==> config.mk <==
export PLATFORM = sky130hd
export DESIGN_NAME = additive_osc
export DESIGN_NICKNAME = d
export VERILOG_FILES = /design/src/rtl/additive_osc.sv
export SDC_FILE = /design/constraint.sdc
export NUM_CORES = 1
export LEC_CHECK = 0
export BUFFER_PORTS_ARGS = -buffer_cell sky130_fd_sc_hd__buf_2
export CELL_PAD_IN_SITES_DETAIL_PLACEMENT = 1
export CELL_PAD_IN_SITES_GLOBAL_PLACEMENT = 2
export CORE_MARGIN = 8
export CORE_UTILIZATION = 40
export CTS_CLUSTER_SIZE = 10
export DETAILED_ROUTE_END_ITERATION = 10
export PLACE_DENSITY_LB_ADDON = 0.1
export SYNTH_ARGS = -nofsm -noshare
export SYNTH_HDL_FRONTEND = slang
export SYNTH_SLANG_ARGS = --single-unit
==> constraint.sdc <==
create_clock -name clk -period 5.2 [get_ports clk]
set_clock_uncertainty 0.1 [all_clocks]
set_input_delay 0.26 -clock clk [delete_from_list [all_inputs] [get_ports clk]]
set_output_delay 0.26 -clock clk [all_outputs]
set_load 0.02 [all_outputs]
==> src/rtl/additive_osc.sv <==
`default_nettype none
`timescale 1ns/1ps
// ============================================================================
//  Module      : additive_osc
//  Description : Four-partial additive sine oscillator sharing one 256x16 LUT;
//                weights 4,3,2,1 on harmonics 1..4, one sample per request.
//  Revision    : 1.0 - initial release
// ============================================================================
module additive_osc #(
    parameter int PHASE_W = 24,
    parameter int ACC_W   = 20
) (
    input  logic               clk,
    input  logic               rst,
    input  logic               sample_req,
    input  logic [PHASE_W-1:0] base_inc,
    output logic [7:0]         lut_addr,
    input  logic [15:0]        lut_data,
    output logic [15:0]        sample_out,
    output logic               sample_valid,
    output logic               busy,
    output logic               overrun
);

    localparam logic [1:0] c_ST_IDLE = 2'd0;
    localparam logic [1:0] c_ST_ACC  = 2'd1;
    localparam logic [1:0] c_ST_DONE = 2'd2;

    logic [1:0]         r_state;
    logic [1:0]         r_k;
    logic [PHASE_W-1:0] r_ph  [4];
    logic [PHASE_W-1:0] r_inc [4];
    logic [ACC_W-1:0]   r_acc;

    logic [7:0]         w_addr [4];
    logic [ACC_W-1:0]   w_d;
    logic [ACC_W-1:0]   w_weighted;
    logic [PHASE_W-1:0] w_x1, w_x2, w_x3, w_x4;

    generate
        for (genvar gi = 0; gi < 4; gi++) begin : g_addr
            assign w_addr[gi] = r_ph[gi][PHASE_W-1 -: 8];
        end
    endgenerate

    assign w_x1 = base_inc;
    assign w_x2 = base_inc << 1;
    assign w_x3 = w_x2 + w_x1;
    assign w_x4 = base_inc << 2;

    assign w_d = {{(ACC_W-16){1'b0}}, lut_data};

    // r_k = 0..3 selects partial 1..4, whose weight is 4,3,2,1
    always_comb begin
        w_weighted = w_d;
        case (r_k)
            2'd0:    w_weighted = w_d << 2;
            2'd1:    w_weighted = (w_d << 1) + w_d;
            2'd2:    w_weighted = w_d << 1;
            default: w_weighted = w_d;
        endcase
    end

    always_ff @(posedge clk) begin
        if (rst) begin
            r_state      <= c_ST_IDLE;
            r_k          <= 2'd0;
            r_acc        <= '0;
            lut_addr     <= 8'd0;
            sample_out   <= 16'h0000;
            sample_valid <= 1'b0;
            busy         <= 1'b0;
            overrun      <= 1'b0;
            for (int i = 0; i < 4; i++) begin
                r_ph[i]  <= '0;
                r_inc[i] <= '0;
            end
        end else begin
            sample_valid <= 1'b0;
            if (sample_req && r_state != c_ST_IDLE)
                overrun <= 1'b1;

            case (r_state)
                c_ST_IDLE: begin
                    if (sample_req) begin
                        r_acc    <= '0;
                        r_inc[0] <= w_x1;
                        r_inc[1] <= w_x2;
                        r_inc[2] <= w_x3;
                        r_inc[3] <= w_x4;
                        lut_addr <= w_addr[0];
                        r_k      <= 2'd0;
                        busy     <= 1'b1;
                        r_state  <= c_ST_ACC;
                    end
                end
                c_ST_ACC: begin
                    r_acc <= r_acc + w_weighted;
                    if (r_k != 2'd3) begin
                        lut_addr <= w_addr[r_k + 2'd1];
                        r_k      <= r_k + 2'd1;
                    end else begin
                        r_state <= c_ST_DONE;
                    end
                end
                c_ST_DONE: begin
                    sample_out   <= r_acc[ACC_W-1 -: 16];
                    sample_valid <= 1'b1;
                    busy         <= 1'b0;
                    for (int i = 0; i < 4; i++)
                        r_ph[i] <= r_ph[i] + r_inc[i];
                    r_state <= c_ST_IDLE;
                end
                default: begin
                    busy    <= 1'b0;
                    r_state <= c_ST_IDLE;
                end
            endcase
        end
    end

endmodule
`default_nettype wire

==> metrics.md <==
| Metric | Value |
|---|---|
| Outcome | finished, final reports clean |
| Total track usage | about 21% |
| First-pass DRT Iterations | 7 |
| Longest Clk Path Bufs | 2 |
| DRC | 0 |
| Core ar. | 37600 sq um |
| DR vias | 13500 |
| Crit. End Element | flip-flop |
| Layout area overhead | 9.39% |
| Initial antenna violation count | 0 |
| RSZ-0062 raised after global routing | no |
| Top-count cell post-synth | a21oi_1 |
| Setup TNS | 0 ns |
| Synth top cells by count | 172 x a21oi_1, 170 x nand2_1, 156 x nor2_1 |
| R2R cell count | 13 |
| Worst Path Arrival | between 4 and 5 ns |
| Postcts setup bufs | 0 |
| Min-delay src | sample_req |
| CTS resizes | 0 |
| Ys flop type | edfxtp_1 |
| Sequential share of the synthesized area | 34.3% |
| Port bufs | 69 |
| Setup Viol. Count Final | 0 |
| Worst Path Required | 5.43 ns |
| Max Slew Vio Count | 0 |
| Gr ovfl total | 0 |
| Worst VDD drop | approximately 0.22 mV |
| Reg2reg start | r_k[0] |
| # rows | slightly above 70 |
| Pre-CTS setup slack | 0.867 ns |
| Mean Syn Cell Area | around 9 sq um |
| Root buffer cell | clkbuf_16 |
| Full die area | around 45000 sq um |
| Synth area leader | edfxtp_1 |
| CTS sink count | approximately 190 |
| Post-layout min period | roughly 4.2 ns |
| Post-cts hold buffer count | 0 |
| # fillers | 4425 |
| Post-Syn Area | 15200 sq um |
| Die X | 211 um |
| Period utilization | between 80% and 90% |
| Max Fanout on Critical Path | 16 |
| Routability cong. | 0.872 |
| Layout cells sized above 1 | under 10% |
| Final worst slack | 0.981 ns |
| Synth top area cells | edfxtp_1 28%, ha_1 12%, dfxtp_1 6.7%, a21oi_1 5.7%, nand2_1 4.2% |
| HP Class | primary input to flip-flop |
| Power Density | between 200 and 300 nW/um^2 |
| Distinct cells, synth | 80 |
| Hold Path Depth | 3 |
| Synth warnings | 0 |
| Leak | around 6.8 nW |
| Vias per cell | 5.94 |
| Worst-Skew Late Latency | around 0.45 ns |
| IO Count | 70 |
| Final Hold Fails | 0 |
| Syn Nets | between 1500 and 2000 |
| DR iter-0 viols | 826 |
| Yosys reg bits | 191 |
| R2r endpoint | r_acc[17] |
| Worst reg2reg setup slack | between 0.9 and 1 ns |
| Final HPWL DP | 36800 um |
| Post-Syn Instances | 1729 |
| Largest net degree at the start of global routing | 71 |
| Number of synthesized flops with an enable pin | 140 |
| Die Height | 211 um |
| Share of the synthesized area in the top cell type | about 28% |
| # diodes | 0 |
| Final ANT Viol Nets | 0 |
| Number of global-route vias before repair | 14000 |
| Slew headroom | 31.0% |
| Worst hold endpoint | overrun |
| Worst slew pin tran | approximately 1.0 ns |
| Nets | 1956 |
| Global-route wire length before repair | roughly 77000 um |
| Max Cap Viol | 0 |
| WL final | 47800 um |
| Clock slew at reported path FFs | ~0.07 ns |
| Asr flop ratio synth | 0% |
| Wire per inst | between 20 and 25 um |
| Starting Density | about 41% |
| Crit start category | flip-flop |
| TritonCTS Buffers | 17 |
| Critical setup path kind | flip-flop to flip-flop |
| Peak Freq | around 240 MHz |
| H-tree depth | 4 |
| CTS tree | built |
==> cells by family (layout without fill, tap and decap cells) <==
group	after synthesis	after routing	share of synthesized area (%)
buffers and inverters	123	163	3.10
XOR/XNOR	71	71	4.08
flip-flops	191	191	34.3
AO/OA/AOI/OAI	560	560	24.4
multiplexers	22	22	2.02
adder cells (fa/ha/maj)	157	157	13.2
AND/OR/NAND/NOR	605	605	18.8
==> worst max-delay path, stage by stage (launching register included) <==
cell and delay, ns:
dfxtp_1 0.30, buf_4 0.20, inv_1 0.10, ha_1 0.60, a221oi_1 0.29, and4_1 0.25, nor3_1 0.66, ha_1 0.41
nand2_1 0.15, o21ai_0 0.16, a21oi_1 0.19, a21oi_1 0.11, or3_1 0.33, a32o_1 0.25
==> power breakdown <==
| group | internal (W) | total (W) | switching, W |
|---|---|---|---|
| clock network | 0.000747 | 0.00137 | 0.000624 |
| registers | 0.00172 | 0.00179 | 0.0000741 |
| logic | 0.000441 | 0.00120 | 0.000754 |
==> stage by stage <==
| stage | hold slack [ns] | cell area (sq um) | power (W) | utilization [%] | cells |
|---|---|---|---|---|---|
| 2_1_floorplan | 0.321 | 15200 | 0.00266 | - | 1729 |
| 3_3_place_gp | 0.338 | 16000 | 0.00298 | 42.7 | 2248 |
| 3_5_place_dp | 0.358 | 16000 | 0.00300 | 42.7 | 2248 |
| 4_1_cts | 0.0119 | 16700 | 0.00437 | 44.3 | 2280 |
| 5_1_grt | 0.0287 | 16700 | 0.00458 | 44.3 | 2280 |
| 6_report | 0.0340 | 16700 | 0.00436 | 44.3 | 2280 |
==> flip-flops by register name, summed over array words and instances, names as in the netlist <==
register and cells:
r_k 2, r_acc 20, lut_addr 8, overrun 1
sample_valid 1, r_inc 47, sample_out 16, r_ph 93
busy 1, r_state 2
==> how the worst max path moves through the flow <==
stage	start	to	cells past startpoint
after global placement	lut_data[1]	r_acc[16]	17
after global routing	r_k[0]	r_acc[19]	14
after detailed placement	lut_data[1]	r_acc[16]	17
after floorplan	r_k[0]	r_acc[16]	16
final	r_k[0]	r_acc[17]	13
after CTS	r_k[0]	r_acc[17]	13
==> per-layer routing <==
layer  GRT usage (%)  wire [um]
met2            35.2      22100
met4            3.67        457
met3            2.61       1670
met1            30.3      23600
met5               0          0
==> final cells by class <==
class	count	area [sq um]	area share, %
clock inverter	8	60.1	0.361
tap	511	639	3.84
sequential	191	5230	31.4
clock buffer	24	547	3.28
multi-input combinational	1415	9550	57.3
inverter	51	194	1.16
timing repair buffer	80	440	2.64
==> cells in the final DEF, fill, tap and decap left out, types with 10 or more instances in the layout <==
cell,instances
nand2_1,169
nand4_1,28
buf_4,10
xor2_1,33
and3_1,36
ha_1,150
a21oi_1,172
a211oi_1,21
nor3_1,73
a21o_1,45
o21a_1,30
o21bai_1,10
dfxtp_1,51
and2_1,12
a31oi_1,18
a22oi_1,12
nor2_1,156
xnor2_1,38
nand2b_1,25
inv_1,49
nor2b_1,14
o211ai_1,21
o21ai_1,17
mux2i_1,15
buf_2,69
edfxtp_1,140
a221oi_1,15
nand3_1,46
a22o_1,23
nor3b_1,11
or3_1,11
o21ai_0,81
clkbuf_16,21
Note: power is estimated with default switching activity, not from simulation.
